--- config.mk ---
export PLATFORM = sky130hd
export DESIGN_NAME = udm_mem_arbiter
export DESIGN_NICKNAME = d
export VERILOG_FILES = /design/src/rtl/udm_bus_pkg.sv /design/src/rtl/udm_mem_arbiter_rr_arb2.sv /design/src/rtl/udm_mem_arbiter.sv
export SDC_FILE = /design/constraint.sdc
export NUM_CORES = 1
export LEC_CHECK = 0
export BUFFER_PORTS_ARGS = -buffer_cell sky130_fd_sc_hd__buf_2
export CORE_AREA = 8 8 118 120
export DETAILED_ROUTE_END_ITERATION = 6
export DIE_AREA = 0 0 126 128
export SYNTH_ARGS = -nofsm -noshare
export SYNTH_HDL_FRONTEND = slang
export SYNTH_SLANG_ARGS = --single-unit
--- constraint.sdc ---
create_clock -name clk_i -period 2.3 [get_ports clk_i]
set_clock_uncertainty 0.05 [all_clocks]
set_input_delay 0.575 -clock clk_i [delete_from_list [all_inputs] [get_ports clk_i]]
set_output_delay 0.575 -clock clk_i [all_outputs]
set_load 0.02 [all_outputs]
--- src/rtl/udm_bus_pkg.sv ---
// Shared definitions for the UDM/core data-memory bus: widths, arbiter FSM states,
// master index type and the watchdog read-data default.
package udm_bus_pkg;

  localparam int unsigned ADDR_W_DEF  = 32;
  localparam int unsigned DATA_W_DEF  = 32;
  localparam int unsigned TIMEOUT_DEF = 255;
  localparam int unsigned N_MASTERS   = 2;

  localparam logic [31:0] TIMEOUT_DATA_DEF = 32'hDEADBEEF;

  typedef enum logic [1:0] {
    IDLE = 2'd0,
    REQ  = 2'd1,
    RESP = 2'd2
  } arb_state_e;

  typedef logic master_idx_t;

endpackage

--- src/rtl/udm_mem_arbiter_rr_arb2.sv ---
// Two-way round-robin pick: on a tie the master that did not win last time gets the grant.
module udm_rr_arb2
  import udm_bus_pkg::*;
(
  input  logic [N_MASTERS-1:0] req,
  input  master_idx_t          last_grant,
  output master_idx_t          grant_c,
  output logic                 valid_c
);

  always_comb begin
    valid_c = |req;
    grant_c = master_idx_t'(1'b0);
    if (&req) begin
      grant_c = ~last_grant;
    end else if (req[1]) begin
      grant_c = master_idx_t'(1'b1);
    end
  end

endmodule

--- src/rtl/udm_mem_arbiter.sv ---
// Core/UDM arbiter for one data-memory bank: round-robin grant, one outstanding
// transaction, and a read-response watchdog that returns TIMEOUT_DATA on a hung slave.
module udm_mem_arbiter
  import udm_bus_pkg::*;
#(
  parameter int unsigned        ADDR_W       = ADDR_W_DEF,
  parameter int unsigned        DATA_W       = DATA_W_DEF,
  parameter int unsigned        TIMEOUT      = TIMEOUT_DEF,
  parameter logic [DATA_W-1:0]  TIMEOUT_DATA = DATA_W'(TIMEOUT_DATA_DEF)
) (
  input  logic                clk_i,
  input  logic                arst_n_i,

  input  logic                m0_req_i,
  input  logic                m0_we_i,
  input  logic [ADDR_W-1:0]   m0_addr_i,
  input  logic [DATA_W/8-1:0] m0_be_i,
  input  logic [DATA_W-1:0]   m0_wdata_i,
  output logic                m0_ack_o,
  output logic                m0_resp_o,
  output logic [DATA_W-1:0]   m0_rdata_o,

  input  logic                m1_req_i,
  input  logic                m1_we_i,
  input  logic [ADDR_W-1:0]   m1_addr_i,
  input  logic [DATA_W/8-1:0] m1_be_i,
  input  logic [DATA_W-1:0]   m1_wdata_i,
  output logic                m1_ack_o,
  output logic                m1_resp_o,
  output logic [DATA_W-1:0]   m1_rdata_o,

  output logic                s_req_o,
  output logic                s_we_o,
  output logic [ADDR_W-1:0]   s_addr_o,
  output logic [DATA_W/8-1:0] s_be_o,
  output logic [DATA_W-1:0]   s_wdata_o,
  input  logic                s_ack_i,
  input  logic                s_resp_i,
  input  logic [DATA_W-1:0]   s_rdata_i,

  output logic                timeout_o
);

  localparam int unsigned BE_W  = DATA_W / 8;
  localparam int unsigned CNT_W = (TIMEOUT < 1) ? 1 : $clog2(TIMEOUT + 1);
  localparam logic [CNT_W-1:0] CNT_LIMIT = CNT_W'(TIMEOUT);
  localparam logic [CNT_W-1:0] CNT_SAT   = {CNT_W{1'b1}};
  localparam logic             WD_EN     = (TIMEOUT != 0);

  arb_state_e       state_q, state_d;
  master_idx_t      owner_q, owner_d;
  master_idx_t      last_grant_q, last_grant_d;
  logic [CNT_W-1:0] cnt_q, cnt_d;
  logic             timeout_q, timeout_d;

  master_idx_t      grant_c;
  logic             grant_valid_c;

  logic              own_req_c;
  logic              own_we_c;
  logic [ADDR_W-1:0] own_addr_c;
  logic [BE_W-1:0]   own_be_c;
  logic [DATA_W-1:0] own_wdata_c;
  logic              expire_c;
  logic              resp_fire_c;
  logic [DATA_W-1:0] resp_data_c;

  udm_rr_arb2 u_rr_arb2 (
    .req        ({m1_req_i, m0_req_i}),
    .last_grant (last_grant_q),
    .grant_c    (grant_c),
    .valid_c    (grant_valid_c)
  );

  // Request fields of the current owner
  assign own_req_c   = owner_q ? m1_req_i   : m0_req_i;
  assign own_we_c    = owner_q ? m1_we_i    : m0_we_i;
  assign own_addr_c  = owner_q ? m1_addr_i  : m0_addr_i;
  assign own_be_c    = owner_q ? m1_be_i    : m0_be_i;
  assign own_wdata_c = owner_q ? m1_wdata_i : m0_wdata_i;

  // A real response in the expiry cycle wins over the watchdog
  assign expire_c    = WD_EN && (state_q == RESP) && (cnt_q == CNT_LIMIT) && !s_resp_i;
  assign resp_fire_c = (state_q == RESP) && (s_resp_i || expire_c);
  assign resp_data_c = s_resp_i ? s_rdata_i : TIMEOUT_DATA;

  assign timeout_o = timeout_q;

  always_ff @(posedge clk_i or negedge arst_n_i) begin
    if (!arst_n_i) begin
      state_q      <= IDLE;
      owner_q      <= master_idx_t'(1'b0);
      last_grant_q <= master_idx_t'(1'b1);
      cnt_q        <= '0;
      timeout_q    <= 1'b0;
    end else begin
      state_q      <= state_d;
      owner_q      <= owner_d;
      last_grant_q <= last_grant_d;
      cnt_q        <= cnt_d;
      timeout_q    <= timeout_d;
    end
  end

  // Next-state, ownership, fairness and watchdog updates
  always_comb begin
    state_d      = state_q;
    owner_d      = owner_q;
    last_grant_d = last_grant_q;
    cnt_d        = cnt_q;
    timeout_d    = timeout_q;
    case (state_q)
      IDLE: begin
        if (grant_valid_c) begin
          owner_d = grant_c;
          state_d = REQ;
        end
      end
      REQ: begin
        if (!own_req_c) begin
          state_d = IDLE;
        end else if (s_ack_i) begin
          if (own_we_c) begin
            state_d      = IDLE;
            last_grant_d = owner_q;
          end else begin
            state_d = RESP;
            cnt_d   = '0;
          end
        end
      end
      RESP: begin
        if (s_resp_i || expire_c) begin
          state_d      = IDLE;
          last_grant_d = owner_q;
          if (expire_c) begin
            timeout_d = 1'b1;
          end
        end else if (cnt_q != CNT_SAT) begin
          cnt_d = cnt_q + CNT_W'(1);
        end
      end
      default: state_d = IDLE;
    endcase
  end

  // Slave-side mux and owner-only ack/resp routing
  always_comb begin
    s_req_o    = 1'b0;
    s_we_o     = 1'b0;
    s_addr_o   = '0;
    s_be_o     = '0;
    s_wdata_o  = '0;
    m0_ack_o   = 1'b0;
    m1_ack_o   = 1'b0;
    m0_resp_o  = 1'b0;
    m1_resp_o  = 1'b0;
    m0_rdata_o = '0;
    m1_rdata_o = '0;
    case (state_q)
      REQ: begin
        s_req_o   = own_req_c;
        s_we_o    = own_we_c;
        s_addr_o  = own_addr_c;
        s_be_o    = own_be_c;
        s_wdata_o = own_wdata_c;
        if (owner_q) begin
          m1_ack_o = s_ack_i && own_req_c;
        end else begin
          m0_ack_o = s_ack_i && own_req_c;
        end
      end
      RESP: begin
        if (resp_fire_c) begin
          if (owner_q) begin
            m1_resp_o  = 1'b1;
            m1_rdata_o = resp_data_c;
          end else begin
            m0_resp_o  = 1'b1;
            m0_rdata_o = resp_data_c;
          end
        end
      end
      default: ;
    endcase
  end

endmodule

==> reports/results.ini <==
[yosys]
synthArstFlopShare_pct=100
yosysMostFrequentCell=nor2_1
yosysTopAreaCell=mux2i_1
yosys-top-cells-count=nor2_1 (139), mux2i_1 (70), nor2b_1 (25)
synth_nets=512
ys_seq_area_share_pct=14.7
synth.area.top_cells=mux2i_1 (32%), nor2_1 (24%), dfrtp_1 (14%)
synth-main-ff-cell=dfrtp_1
syn_avg_cell_area_um2=6.61
synth_seq_cells=13
synth.cell_area_um2=2220
synthCells=335
ys_warn_count=0
synth_edf_count=0
synth_cell_types=38
synth.top_cell.area_share_pct=31.6

[route]
post_drt_wl_per_cell_um=17.0
via_count=3551
drtIter0Drc=102
first_pass_iters=4
viasPerCell=4.42
antenna_left=0
wl_mm=13.6
post-route-drc-count=0

[power_and_ir_drop]
max-vdd-ir-drop_mv=0.495
combPwrFrac_pct=83.0
p_per_area_nw_per_um2=825
pwr-share-clk_pct=8.4
fin_total_pwr_mw=3.98
switching_share_pct=53.0
power_frac_seq_pct=8.6
p_int_mw=1.87
switchingPower_mw=2.11
p_leak_nw=2.81

[hold_path]
hold_path_class=in2async

[global_route]
antenna_found_initial=0
grt_pass1_wl_mm=18.1
grt_overflow=0
grt_max_degree=71
grt_pass1_vias=3496
grt_use_total_pct=13.8

[worst_setup_path]
critPathMaxStageDelay_ns=0.39
cp_max_fo=8
crit_slowest_cell=dfrtp_1
r2r_slack_ns=0.42
cp.required_ns=1.67
start_kind=flip-flop
critPathArrivalTime_ns=1.77
reg2reg_to=last_grant_q
crit_type=reg2out
endpoint=m0_rdata_o[3]
path_cells=ha_4 > nand3_4 > o21bai_4 > nand3b_4 > buf_6 > nor2_1 > buf_4
endpoint_kind=output port
r2r_cells=5
rr_startpoint=owner_q
startpoint=cnt_q[1]

[placed_design]
hpwl_mm=10.8
dp.cells=791
gp_congestion=0.852
portBuffers=314
placed_area_um2=4070

[sta]
tns_ns=-1.56
setup_viol=44
worst_slew_pin_slew_ns=0.411
max_freq_mhz=417
drv_slew=0
finalCriticalPeriod_ns=2.40
rsz0062_at_grt=true
fin_crit_sh_pct=104
hold_viol=0
fin_ws_ns=-0.0988
maxSlewHeadroom_pct=72.6

[floorplan]
rows=41
die_w_um=126
die-height_um=128
coreArea_um2=12200
start_util_pct=18.1
ios=315
dieArea_um2=16100

[finish]
design_area_um2=4820
antennaDiodeCount=0
syn2layout_area_growth_pct=118
multi_input_area_um2=2010
final_cells=803
nets=831
drive_above_1_share_pct=59.6
fillers=1221
seqCellArea_um2=330

[clock_tree]
cts_max_level=1
worstSkewPairLatency_ns=0.24
path_clk_slew_ns=0.05
cts.sinks=13
cts_tree=built
numCtsBuffers=3
cts.path.max_buffers=2
root_buffer=clkbuf_16

[job]
max_cap_violations=0

[status]
failed_checks=negative setup slack
status=complete, but fails checks

-- layout by cell type (no fill, tap or decap), types with 2 or more instances in the layout --
cell type	Yosys	layout
and3_1	2	2
nor2_2	0	5
nor2b_1	25	24
clkbuf_16	0	7
dfrtp_1	12	11
o21ai_0	3	3
buf_6	0	31
mux2i_1	70	69
a21oi_1	4	4
nor2_4	0	26
inv_1	4	4
buf_2	16	249
nor2_1	139	108
nand2_1	15	15
nand3_1	4	3
buf_4	0	50
a31oi_1	4	4
buf_12	0	5
nand4_1	2	2
-- how the worst min path moves through the flow --
stage | from | to | cells after the start
floorplan | arst_n_i | cnt_q[0] | 0
global placement | timeout_o | timeout_o | 1
detailed placement | timeout_o | timeout_o | 1
CTS | arst_n_i | state_q[1] | 1
global route | arst_n_i | owner_q | 1
finish | arst_n_i | cnt_q[5] | 1
-- layout make-up --
cell class                      count  area share [%]
Clock buffer                        4            1.63
Inverter                            4           0.311
Multi-Input combinational cell    292            41.8
Sequential cell                    13            6.85
Tap cell                          150            3.89
Timing Repair Buffer              340            45.6
-- per-layer routing --
layer	vias up	wire length, µm	track usage, %	share of wire (%)
li1	1757	-	-	-
met1	1544	5030	13.4	37
met2	233	6990	26.5	51
met3	17	1380	6.36	10
met4	0	232	2.41	1.7
met5	-	0	0	0
-- sequential cells by signal, indices dropped and copies added (netlist names) --
register      cells
cnt_q             8
state_q           2
last_grant_q      1
owner_q           1
timeout_o         1
-- cell families (layout without fill, tap and decap cells) --
logic type	Yosys count	count (layout)	share of synthesized area, %
and+or+nand+nor	198	198	39.4
muxes	71	71	32.1
buffers and inverters	30	348	5.99
AOI/OAI and AO/OA	22	22	7.23
DFF	13	13	14.7
adders and majority gates	1	1	0.565
-- power by group through the flow --
stage | Clock, mW | Sequential, mW | Combinational (mW)
CTS | 0.341 | 0.334 | 3.21
finish | 0.332 | 0.344 | 3.30
global route | 0.355 | 0.351 | 3.54
detailed placement | 0 | 0.341 | 3.16
global placement | 0 | 0.338 | 3.17
floorplan | 0 | 0.326 | 2.04
-- worst max-delay path: cells and delay by family, from the launching register on --
kind                     cells  cell delay (ns)
AO/OA/AOI/OAI                1             0.21
AND/OR/NAND/NOR              3             0.40
buffers and inverters        2             0.37
flip-flops                   1             0.39
adder cells (fa/ha/maj)      1             0.17
-- through the flow --
stage / hold slack (ns) / util, % / setup WS (ns)
floorplan: 0.229 / - / 0.0519
global placement: 0.419 / 33.4 / 0.105
detailed placement: 0.419 / 33.4 / 0.137
CTS: 0.182 / 35.4 / -0.0333
global route: 0.191 / 39.5 / -0.219
finish: 0.165 / 39.5 / -0.0988
-- what timing repair did --
action,in CTS,in global routing
gates cloned,0,5
pin swaps,2,26
hold buffers,0,0
endpoints found under the setup margin,67,83
resized for setup,60,101
setup buffers,3,0
No activity file was read; power rests on OpenSTA's default activity.
